--- src/rtl/uart_trx.sv ---
// uart_trx -- 8N1 UART transmitter and receiver sharing one clock and reset.
//
// The receive and transmit paths are independent state machines and run
// concurrently. Each serial bit lasts CLKS_PER_BIT clock cycles (legal >= 4).
//
// Optional build macro: UART_RX_SYNC_EN
//   defined   -> i_Rx_Serial passes through a 2-flop synchronizer (reset 1),
//                adding 2 cycles of receive latency
//   undefined -> the receive FSM samples i_Rx_Serial directly
//
// Ports
//   i_Clock      clock, all state changes on its rising edge
//   i_Rst_n      asynchronous active-low reset
//   i_Rx_Serial  receive serial line, idle high
//   o_Rx_DV      one-cycle pulse: a byte was received with a good stop bit
//   o_Rx_Byte    last correctly received byte, held until the next one
//   i_Tx_DV      transmit request strobe, honoured only while idle
//   i_Tx_Byte    byte to transmit, sampled with i_Tx_DV
//   o_Tx_Active  high while a transmit frame is on the line
//   o_Tx_Serial  transmit serial line, idle high
//   o_Tx_Done    one-cycle pulse after the stop bit
module uart_trx #(
  parameter int CLKS_PER_BIT = 87
) (
  input  logic       i_Clock,
  input  logic       i_Rst_n,
  input  logic       i_Rx_Serial,
  output logic       o_Rx_DV,
  output logic [7:0] o_Rx_Byte,
  input  logic       i_Tx_DV,
  input  logic [7:0] i_Tx_Byte,
  output logic       o_Tx_Active,
  output logic       o_Tx_Serial,
  output logic       o_Tx_Done
);

  localparam int CW = $clog2(CLKS_PER_BIT);
  // last count of a full bit period
  localparam logic [CW-1:0] BIT_LAST  = CW'(CLKS_PER_BIT - 1);
  // START is entered one cycle after the line was first seen low, so the
  // mid-bit re-sample happens (CLKS_PER_BIT-1)/2 cycles after that edge
  localparam logic [CW-1:0] HALF_LAST = CW'((CLKS_PER_BIT - 1) / 2 - 1);

  typedef enum logic [2:0] {
    S_IDLE,
    S_START,
    S_DATA,
    S_STOP,
    S_CLEANUP
  } state_e;

  // ---------------------------------------------------------------- rx line
  logic rx_line;

`ifdef UART_RX_SYNC_EN
  logic [1:0] rx_sync_q;

  always_ff @(posedge i_Clock or negedge i_Rst_n) begin
    if (!i_Rst_n) rx_sync_q <= 2'b11;
    else          rx_sync_q <= {rx_sync_q[0], i_Rx_Serial};
  end

  assign rx_line = rx_sync_q[1];
`else
  assign rx_line = i_Rx_Serial;
`endif

  // ---------------------------------------------------------------- receiver
  state_e          rx_state_q, rx_state_d;
  logic [CW-1:0]   rx_cnt_q, rx_cnt_d;
  logic [2:0]      rx_idx_q, rx_idx_d;
  logic [7:0]      rx_shift_q, rx_shift_d;
  logic [7:0]      rx_byte_q, rx_byte_d;
  logic            rx_dv_q, rx_dv_d;

  always_ff @(posedge i_Clock or negedge i_Rst_n) begin
    if (!i_Rst_n) begin
      rx_state_q <= S_IDLE;
      rx_cnt_q   <= '0;
      rx_idx_q   <= '0;
      rx_shift_q <= '0;
      rx_byte_q  <= '0;
      rx_dv_q    <= 1'b0;
    end else begin
      rx_state_q <= rx_state_d;
      rx_cnt_q   <= rx_cnt_d;
      rx_idx_q   <= rx_idx_d;
      rx_shift_q <= rx_shift_d;
      rx_byte_q  <= rx_byte_d;
      rx_dv_q    <= rx_dv_d;
    end
  end

  always_comb begin
    rx_state_d = rx_state_q;
    rx_cnt_d   = rx_cnt_q;
    rx_idx_d   = rx_idx_q;
    rx_shift_d = rx_shift_q;
    rx_byte_d  = rx_byte_q;
    rx_dv_d    = 1'b0;
    case (rx_state_q)
      S_IDLE: begin
        rx_cnt_d = '0;
        rx_idx_d = '0;
        if (!rx_line) rx_state_d = S_START;
      end
      S_START: begin
        if (rx_cnt_q == HALF_LAST) begin
          rx_cnt_d   = '0;
          // high at mid start bit: a glitch, not a frame
          rx_state_d = rx_line ? S_IDLE : S_DATA;
        end else begin
          rx_cnt_d = rx_cnt_q + CW'(1);
        end
      end
      S_DATA: begin
        if (rx_cnt_q == BIT_LAST) begin
          rx_cnt_d             = '0;
          rx_shift_d[rx_idx_q] = rx_line;
          if (rx_idx_q == 3'd7) begin
            rx_idx_d   = '0;
            rx_state_d = S_STOP;
          end else begin
            rx_idx_d = rx_idx_q + 3'd1;
          end
        end else begin
          rx_cnt_d = rx_cnt_q + CW'(1);
        end
      end
      S_STOP: begin
        if (rx_cnt_q == BIT_LAST) begin
          rx_cnt_d   = '0;
          rx_state_d = S_CLEANUP;
          // a low stop bit is a framing error: drop the byte silently
          if (rx_line) begin
            rx_byte_d = rx_shift_q;
            rx_dv_d   = 1'b1;
          end
        end else begin
          rx_cnt_d = rx_cnt_q + CW'(1);
        end
      end
      S_CLEANUP: rx_state_d = S_IDLE;
      default:   rx_state_d = S_IDLE;
    endcase
  end

  assign o_Rx_DV   = rx_dv_q;
  assign o_Rx_Byte = rx_byte_q;

  // ------------------------------------------------------------- transmitter
  state_e          tx_state_q, tx_state_d;
  logic [CW-1:0]   tx_cnt_q, tx_cnt_d;
  logic [2:0]      tx_idx_q, tx_idx_d;
  logic [7:0]      tx_data_q, tx_data_d;
  logic            tx_ser_q, tx_ser_d;
  logic            tx_act_q, tx_act_d;
  logic            tx_done_q, tx_done_d;

  always_ff @(posedge i_Clock or negedge i_Rst_n) begin
    if (!i_Rst_n) begin
      tx_state_q <= S_IDLE;
      tx_cnt_q   <= '0;
      tx_idx_q   <= '0;
      tx_data_q  <= '0;
      tx_ser_q   <= 1'b1;
      tx_act_q   <= 1'b0;
      tx_done_q  <= 1'b0;
    end else begin
      tx_state_q <= tx_state_d;
      tx_cnt_q   <= tx_cnt_d;
      tx_idx_q   <= tx_idx_d;
      tx_data_q  <= tx_data_d;
      tx_ser_q   <= tx_ser_d;
      tx_act_q   <= tx_act_d;
      tx_done_q  <= tx_done_d;
    end
  end

  always_comb begin
    tx_state_d = tx_state_q;
    tx_cnt_d   = tx_cnt_q;
    tx_idx_d   = tx_idx_q;
    tx_data_d  = tx_data_q;
    case (tx_state_q)
      S_IDLE: begin
        tx_cnt_d = '0;
        tx_idx_d = '0;
        if (i_Tx_DV) begin
          tx_data_d  = i_Tx_Byte;
          tx_state_d = S_START;
        end
      end
      S_START: begin
        if (tx_cnt_q == BIT_LAST) begin
          tx_cnt_d   = '0;
          tx_state_d = S_DATA;
        end else begin
          tx_cnt_d = tx_cnt_q + CW'(1);
        end
      end
      S_DATA: begin
        if (tx_cnt_q == BIT_LAST) begin
          tx_cnt_d = '0;
          if (tx_idx_q == 3'd7) begin
            tx_idx_d   = '0;
            tx_state_d = S_STOP;
          end else begin
            tx_idx_d = tx_idx_q + 3'd1;
          end
        end else begin
          tx_cnt_d = tx_cnt_q + CW'(1);
        end
      end
      S_STOP: begin
        if (tx_cnt_q == BIT_LAST) begin
          tx_cnt_d   = '0;
          tx_state_d = S_CLEANUP;
        end else begin
          tx_cnt_d = tx_cnt_q + CW'(1);
        end
      end
      S_CLEANUP: tx_state_d = S_IDLE;
      default:   tx_state_d = S_IDLE;
    endcase

    // line outputs are registered from the next state so they change
    // together with the state and never glitch
    case (tx_state_d)
      S_START: tx_ser_d = 1'b0;
      S_DATA:  tx_ser_d = tx_data_d[tx_idx_d];
      default: tx_ser_d = 1'b1;
    endcase
    tx_act_d  = (tx_state_d == S_START) || (tx_state_d == S_DATA) ||
                (tx_state_d == S_STOP);
    tx_done_d = (tx_state_d == S_CLEANUP);
  end

  assign o_Tx_Serial = tx_ser_q;
  assign o_Tx_Active = tx_act_q;
  assign o_Tx_Done   = tx_done_q;

endmodule

--- config.mk ---
export PLATFORM = sky130hd
export DESIGN_NAME = uart_trx
export DESIGN_NICKNAME = d
export VERILOG_FILES = /design/src/rtl/uart_trx.sv
export SDC_FILE = /design/constraint.sdc
export NUM_CORES = 1
export LEC_CHECK = 0
export ABC_AREA = 1
export ABC_CLOCK_PERIOD_IN_PS = 1700
export CORE_UTILIZATION = 45
export CTS_CLUSTER_DIAMETER = 150
export DETAILED_ROUTE_END_ITERATION = 10
export PLACE_DENSITY = 0.68
export SYNTH_ARGS = -nofsm -noshare
export SYNTH_HDL_FRONTEND = slang
export SYNTH_SLANG_ARGS = --single-unit
export TNS_END_PERCENT = 20
--- constraint.sdc ---
create_clock -name i_Clock -period 1.7 [get_ports i_Clock]
set_input_delay 0.34 -clock i_Clock [delete_from_list [all_inputs] [get_ports i_Clock]]
set_output_delay 0.34 -clock i_Clock [all_outputs]
set_load 0.1 [all_outputs]
### After elaboration in Yosys (flattened, before gate mapping)

Index checks and enable logic that the tools add are counted.

| cells by class | value |
|---|---|
| equal/unequal tests | 20 |
| mux-type cells | 35 |
| magnitude comparators | 3 |
| add/subtract/negate cells | 4 |
| reductions and logical operators | 14 |

Operators by type and width:

| operator | number |
|---|---|
| $mux 3 | 14 |
| $pmux 3 s4 | 2 |
| $mux 7 | 3 |
| $pmux 7 s3 | 1 |
| $eq 3x2->1 const B | 6 |
| $mux 8 | 2 |
| $add 7x1->7 const B | 2 |
| $eq 7x7->1 const B | 2 |
| $pmux 7 s2 | 1 |
| $pmux 3 s2 | 2 |
| $ne 2x2->1 const B | 5 |
| $eq 3x1->1 const B | 3 |
| $eq 3x3->1 const B | 3 |
| $bwmux 8 | 1 |
| $lt 3x4->1 const B | 2 |
| $eq 7x6->1 const B | 1 |
| $add 3x1->3 const B | 2 |
| $logic_not 3->1 | 2 |
| $mux 1 | 5 |
| $reduce_and 5->1 | 1 |
| $reduce_and 2->1 | 2 |
| $reduce_bool 2->1 | 2 |
| $bmux 1 s3 | 1 |
| $demux 1 s3 | 1 |
| other kinds (9) | 10 |

| storage, ports and cells | value |
|---|---|
| logic and storage cells | 89 |
| input port bits | 12 |
| output and inout port bits | 12 |
| register bits | 54 |

### Logic depth before layout (Yosys ltp)

Gate-level depths: netlist (run 1).

| depth | value |
|---|---|
| depth after elaboration | 7 |
| mapped depth | 13 |
| gate-level depth less buffers | 13 |

### Worst setup path after synthesis (run 1)

Ideal clock, no wire load.

| timing | value |
|---|---|
| kind | register to register |
| start point | register tx_cnt_q[0] |
| end point | register tx_ser_q (netlist: o_Tx_Serial) |
| required time | 1620 ps |
| arrival | 1463 ps |
| slack | 157 ps |
| stages on the path, launching flop included | 14 |
| clock period less this slack | 1543 ps |
| cell sequence | dfrtp_1 > inv_1 > ha_1 > nand2_1 > nor2_4 > nand2_2 > inv_1 > nand3_1 > nand3_2 > inv_1 > nand3_1 > nand3_1 > nand3_1 > nand2_1 |

| between the ends | value |
|---|---|
| longest elaborated chain between the ends | 6 |
| elaborated cells between the ends (all ways) | 12 |
| classes of those cells | 3 x eq/ne; 9 x mux |

RTL lines:

| element | RTL line | source |
|---|---|---|
| start, declared | 153 | `logic [CW-1:0] tx_cnt_q, tx_cnt_d;` |
| start signal, assigned | 171 | `tx_cnt_q <= tx_cnt_d;` |
| $eq 7x7->1 | 203 | `if (tx_cnt_q == BIT_LAST) begin` |
| $mux 3 | 203 |  |
| $pmux 3 s2 | 185 | `case (tx_state_q)` |
| net tx_idx_d[1] | 154 | `logic [2:0] tx_idx_q, tx_idx_d;` |
| $bmux 1 s3 | 231 | `S_DATA: tx_ser_d = tx_data_d[tx_idx_d];` |
| $mux 1 (implied by the code) | 231 |  |
| $pmux 1 s2 | 229 | `case (tx_state_d)` |
| net tx_ser_d | 156 | `logic tx_ser_q, tx_ser_d;` |
| end signal, assigned | 174 | `tx_ser_q <= tx_ser_d;` |
| end, declared | 156 |  |

The timed path passes the listed nets, and every way through them passes these cells. The select of a mux whose other input is x is not followed.
A chain may end at the register's enable or synchronous reset.

### Worst setup path in the final report (run 1)

| timing | value |
|---|---|
| start point | register tx_cnt_q[0] |
| end point | register tx_ser_q (netlist: o_Tx_Serial) |

| between the ends | value |
|---|---|
| longest elaborated chain between the ends | 6 |
| elaborated cells between the ends (all ways) | 12 |
| classes of those cells | 3 x eq/ne; 9 x mux |

RTL lines:

| element | RTL line |
|---|---|
| $eq 7x7->1 (*) | 195, 203, 216 |
| $mux 3 | 203 |
| $pmux 3 s2 | 185 |
| $bmux 1 s3 | 231 |
| $mux 1 (implied by the code) | 231 |
| $pmux 1 s2 (*) | 229 |
| net tx_ser_d | 156 |

Mark *: on every way through the listed nets, which the timed path passes. The rest lies on a longest branch. The select of a mux whose other input is x is not followed.

==> metrics, run 1 <==
Avg Cell Area, Syn=8.53 µm²; Finished Core Util=0.641; share of post-route cells with drive strength above 1=0.284; CTS Buf Count=5; final hold vios=0; filler cell count=466; Syn-to-layout area delta=33.8%; yosys warns=0; n_diodes=0; Root Buffer=clkbuf_8; Max-Cap Viols=0; clk slew on worst S/H paths=0.10 ns; core box area=5680 µm²; CP Capture Type=register; top_reg_cell synth=dfrtp_1; register area=1350 µm²; Ports=24; commonest non-fill, non-tap cell in the layout=nand2_1; first-iteration detailed-routing DRC count=58; Crit Reg-Reg Endpoint=o_Tx_Serial$_DFF_PN1_; fmax=598 MHz; Layout Cells excl Fill=449; DR WL/cell=12.3 µm; Hold Crit Class=in2async; routed via count=2212; worst relative slew slack=0.723; RSZ-0062 raised after global routing=yes; FF-to-FF Start=tx_cnt_q[0]$_DFFE_PN0P_; final clock skew=0.0103 ns; port bufs=23; Tmin final=1.67 ns; worst r2r path cells=12; CTS tree=built; Die Wd=79.7 µm; Initial Utilization=0.479; GRT Total Usage=0.185; hpwl dp=3810 µm; # setup viols final=0; final worst-path cycle share=0.983; leading area contributor after synthesis=dfrtp_1; cell count after placement=435; clk buf depth=2; Max rail drop VDD=0.728 mV; post-synthesis async set-or-reset flop share=1.00; post-synth cell types=37; H-tree depth=2; placed cell area=3320 µm²; register area share after synthesis=0.497; most frequent cells in the layout=nand2_1 (70), dfrtp_1 (52), inv_1 (39); register-to-register setup slack=0.03 ns; DRC Markers=0; Slew @ Worst Pin=0.413 ns; Vias/cell=4.93; vias in the first global route=2179; largest net degree at the start of global routing=40; CP startpoint kind=register; antenna violations before repair=0; Max Transition Viols Final=0; Multi-input gate area=1300 µm²; Die Area=6360 µm²; status=finished, final reports clean; Worst-Skew Late Latency=0.30 ns; Synth top area share=0.488; drt pass-1 iters=4; Final #Nets=396; standard-cell rows=27; PD cells=813 nW/µm²; Worst EP required=1.96 ns; Worst Setup SP=tx_cnt_q[0]$_DFFE_PN0P_; Design Area, Final=3640 µm²; drt total wl=5530 µm; mapped cell area=2720 µm²; Lkg Pwr=1.70 nW; first-pass GRT wire length=9270 µm; Remaining Overflow, GRT=0; cell count after synthesis=319; Antenna Violating Nets Remaining=0; CP endpoint=o_Tx_Serial$_DFF_PN1_; routability cong.=0.836; Critical Setup Path Class=reg2reg; Synth area leaders=dfrtp_1 (49%), nand2_1 (11%), inv_1 (6.1%); Seq cells post-synth=54; total negative slack=0 ns; Worst Path Arrival=1.93 ns; CP Max Fanout=5; number of synthesized flops with an enable pin=0; Mapped Nets=339; Die Y=79.7 µm; CTS sink count=54
## cell usage after synthesis, types with 3 or more instances
library cell and instances:
a21oi_1 7, dfrtp_1 53, ha_1 8, inv_1 44
inv_2 6, nand2_1 77, nand2_2 3, nand3_1 24
nand4_1 4, nor2_1 21, nor3_1 7, o21ai_0 21
o21ai_1 5, o21ai_2 4, xor2_1 6
## layer usage
layer,share of wire,GRT usage
met2,0.51,0.328
met4,0.017,0.0571
met1,0.45,0.223
met3,0.024,0.0411
met5,0,0
## final cells by class
| class | instances | area share |
|---|---|---|
| flip-flops and latches | 54 | 0.372 |
| multi-input cells | 212 | 0.357 |
| repair buffers | 52 | 0.159 |
| inverters | 51 | 0.0567 |
| well taps | 72 | 0.0248 |
| clock buffers | 6 | 0.0199 |
| clock inverters | 2 | 0.0103 |
## registers in the layout (all words and copies together), names as in the netlist, 3 cells and up
signal      cells
tx_cnt_q        7
rx_shift_q      8
tx_state_q      3
tx_data_q       8
rx_state_q      3
o_Rx_Byte       8
rx_cnt_q        7
tx_idx_q        3
rx_idx_q        3
## per-stage QoR
step | power [mW] | worst slack, ns | hold slack, ns
floorplan | 1.85 | 0.157 | 0.0444
global placement | 2.05 | -0.00659 | 0.290
detailed placement | 2.07 | -0.0630 | 0.288
CTS | 2.94 | -0.00653 | 0.485
global route | 3.13 | -0.0703 | 0.507
finish | 2.96 | 0.0283 | 0.475
## worst min path at each step
| stage | startpoint | to | slack, ns | depth (start not counted) |
|---|---|---|---|---|
| final | i_Rst_n | tx_state_q[0]$_DFF_PN0_ | 0.48 | 2 |
| after global routing | i_Rst_n | o_Tx_Done$_DFF_PN0_ | 0.51 | 2 |
| after CTS | i_Rst_n | tx_state_q[0]$_DFF_PN0_ | 0.48 | 2 |
| after detailed placement | i_Rst_n | tx_cnt_q[0]$_DFFE_PN0P_ | 0.29 | 1 |
| after global placement | i_Rst_n | tx_cnt_q[1]$_DFFE_PN0P_ | 0.29 | 1 |
| after floorplan | i_Rst_n | o_Rx_Byte[0]$_DFFE_PN0P_ | 0.04 | 0 |
## worst max-delay path, cell delays in order, from the launching register on
cell      delay [ns]
dfrtp_1         0.40
inv_2           0.08
ha_4            0.14
nand2_4         0.05
nor2_4          0.18
nand4_1         0.15
nand2_2         0.17
nand2_4         0.09
nand2_1         0.06
nand3_1         0.06
nand3b_1        0.09
nand3_1         0.09
nand2_1         0.07
## logic make-up after synthesis
group           count (synthesis)  share of synthesized area
compound gates                 47                      0.107
fa+ha+maj                       8                     0.0368
simple gates                  150                      0.257
buf+inv                        54                     0.0828
flops                          54                      0.497
xor+xnor                        6                     0.0193
## timing repair
| item | 4_1_cts | 5_1_grt |
|---|---|---|
| pin swaps | 2 | 12 |
| endpoints found under the setup margin | 6 | 23 |
| gates cloned | 1 | 0 |
| gates resized for setup | 2 | 44 |
| buffers inserted | 0 | 4 |
| hold endpoints to repair | 14 | 0 |
| hold buffers | 1 | 0 |
## power by group
| part | internal, mW | leakage [nW] | switching, mW | total (mW) |
|---|---|---|---|---|
| registers | 1.35 | 0.634 | 0.0879 | 1.44 |
| logic | 0.276 | 1.01 | 0.391 | 0.667 |
| clock network | 0.440 | 0.0514 | 0.413 | 0.853 |
| total | 2.07 | 1.70 | 0.891 | 2.96 |
(Power assumes the default switching activity.)
==> inputs of run 2 (changes only) <==
--- a/constraint.sdc
+++ b/constraint.sdc
@@ -3,2 +3,2 @@
 set_output_delay 0.34 -clock i_Clock [all_outputs]
-set_load 0.1 [all_outputs]
+set_load 0.05 [all_outputs]
==> run 2 against run 1 <==
  * Setup slack improved by 0.048 ns
  * Register-to-register slack better by 0.05 ns
  * Sequential share of layout area grew 2.1 points
  * Largest power group unchanged
==> metrics, run 2 (synthesis gave the netlist of run 1 again) <==
clk slew on worst S/H paths=0.10 ns; vias in the first global route=2037; Root Buffer=clkbuf_8; port bufs=23; Die Area=6360 µm²; status=finished, final reports clean; Max-Cap Viols=0; Tot Pwr=2.97 mW; CP startpoint kind=register; Final #Nets=397; final clock skew=0.00521 ns; Logic pwr share=0.217; Worst Path Arrival=1.87 ns; DRC Markers=0; worst r2r path cells=11; fmax=616 MHz; Syn-to-layout area delta=26.8%; Lkg Pwr=1.66 nW; P_int=2.06 mW; DR WL/cell=11.9 µm; standard-cell rows=27; most frequent cells in the layout=nand2_1 (71), dfrtp_1 (52), buf_4 (40); hpwl dp=3770 µm; critical path's most frequent cell=nand2_4; Die Wd=79.7 µm; CP Max Fanout=5; final worst-path cycle share=0.955; cts hold-fix bufs=0; H-tree depth=2; n_diodes=0; worst relative slew slack=0.713; filler cell count=487; Max Transition Viols Final=0; Slew @ Worst Pin=0.428 ns; GRT Total Usage=0.179; Critical Setup Path Class=reg2reg; total negative slack=0 ns; Remaining Overflow, GRT=0; share of post-route cells with drive strength above 1=0.275; CTS sink count=54; Layout Cells excl Fill=450; critical-path cell list=inv_2 > ha_4 > nand2_4 > nor2_4 > nand2_4 > nand2_4 > o21ai_4 > a21oi_2 > nand2_2 > o211ai_1 > nand2_1; worst stage delay on the critical path=0.40 ns; Max rail drop VDD=0.766 mV; largest net degree at the start of global routing=28; cell count after placement=433; Clk pwr share=0.301; drt total wl=5340 µm; final hold vios=0; CTS Buf Count=5; CP max stage cell=dfrtp_1; Ports=24; Worst EP required=1.94 ns; # setup viols final=0; CTS tree=built; routability cong.=0.865; Hold Crit Class=in2async; CP Capture Type=register; core box area=5680 µm²; Crit Reg-Reg Endpoint=o_Tx_Serial$_DFF_PN1_; Initial Utilization=0.479; Antenna Violating Nets Remaining=0; register-to-register setup slack=0.08 ns; Vias/cell=5.00; FF-to-FF Start=tx_cnt_q[0]$_DFFE_PN0P_; PD cells=861 nW/µm²; commonest non-fill, non-tap cell in the layout=nand2_1; first-pass GRT wire length=8830 µm; routed via count=2248; sw frac=0.306; Tmin final=1.62 ns; antenna violations before repair=0; Psw=0.910 mW; sequential share of power=0.482; Die Y=79.7 µm; RSZ-0062 raised after global routing=yes; hold slack=0.0234 ns; first-iteration detailed-routing DRC count=97; clk buf depth=2; Worst-Skew Late Latency=0.31 ns; drt pass-1 iters=4
-- run 2: cell types whose count changed in the layout (fill, tap and decap cells not counted), moves of 2 or more --
cell     delta
nand3_1     +5
buf_12     -12
nand3_4     -2
buf_4      +13
nand3_2     -3
-- run 2: power by group through the flow --
stage,Sequential [mW],Clock [mW],Combinational [mW]
after floorplan,1.44,0,0.412
after global placement,1.45,0,0.596
after detailed placement,1.45,0,0.610
final,1.43,0.894,0.644
after CTS,1.43,0.917,0.613
after global routing,1.45,0.966,0.734
-- run 2: how the worst max path moves through the flow --
| stage | startpoint | end | slack, ns | cells past startpoint |
|---|---|---|---|---|
| after global routing | tx_cnt_q[0]$_DFFE_PN0P_ | o_Tx_Serial$_DFF_PN1_ | -0.06 | 12 |
| final | tx_cnt_q[0]$_DFFE_PN0P_ | o_Tx_Serial$_DFF_PN1_ | 0.08 | 11 |
| after CTS | tx_cnt_q[0]$_DFFE_PN0P_ | o_Tx_Serial$_DFF_PN1_ | 0.01 | 11 |
| after global placement | i_Tx_DV | o_Tx_Serial$_DFF_PN1_ | 0.01 | 8 |
| after detailed placement | i_Tx_DV | o_Tx_Serial$_DFF_PN1_ | -0.03 | 9 |
| after floorplan | tx_cnt_q[0]$_DFFE_PN0P_ | o_Tx_Serial$_DFF_PN1_ | 0.16 | 13 |
-- run 2: per-stage QoR --
stage | worst slack (ns) | util | area (µm²)
after floorplan | 0.157 | - | 2720
after global placement | 0.0142 | 0.556 | 3160
after detailed placement | -0.0327 | 0.556 | 3160
after CTS | 0.0127 | 0.577 | 3270
after global routing | -0.0560 | 0.608 | 3450
final | 0.0762 | 0.608 | 3450
-- run 2: repair_timing --
item / in CTS / in global routing
gates cloned: 0 / 1
endpoints found under the setup margin: 1 / 29
gates resized for setup: 0 / 37
setup buffers: 0 / 8
pin swaps: 1 / 13
-- run 2: critical path: cells and delay by family, from the launching register on --
| kind | cells | cell delay, ns |
|---|---|---|
| AOI/OAI and AO/OA | 3 | 0.36 |
| buffers and inverters | 1 | 0.08 |
| and+or+nand+nor | 6 | 0.57 |
| DFF | 1 | 0.40 |
| adders and majority gates | 1 | 0.14 |
-- run 2: cell type report --
class,instances,area [µm²],area share
Clock buffer,5,68.8,0.0200
Tap cell,72,90.1,0.0261
Sequential cell,54,1350,0.393
Multi-Input combinational cell,212,1250,0.364
Timing Repair Buffer,53,430,0.125
Inverter,51,204,0.0591
Clock inverter,3,47.5,0.0138
-- run 2: layer usage --
metal  wire length (µm)  up-vias  track usage  share of wire
met2               2620       36        0.298           0.49
met3                207        5       0.0480          0.039
met5                  0        -            0              0
met4                 40        0       0.0429         0.0075
met1               2470     1060        0.233           0.46
li1                   -     1147            -              -
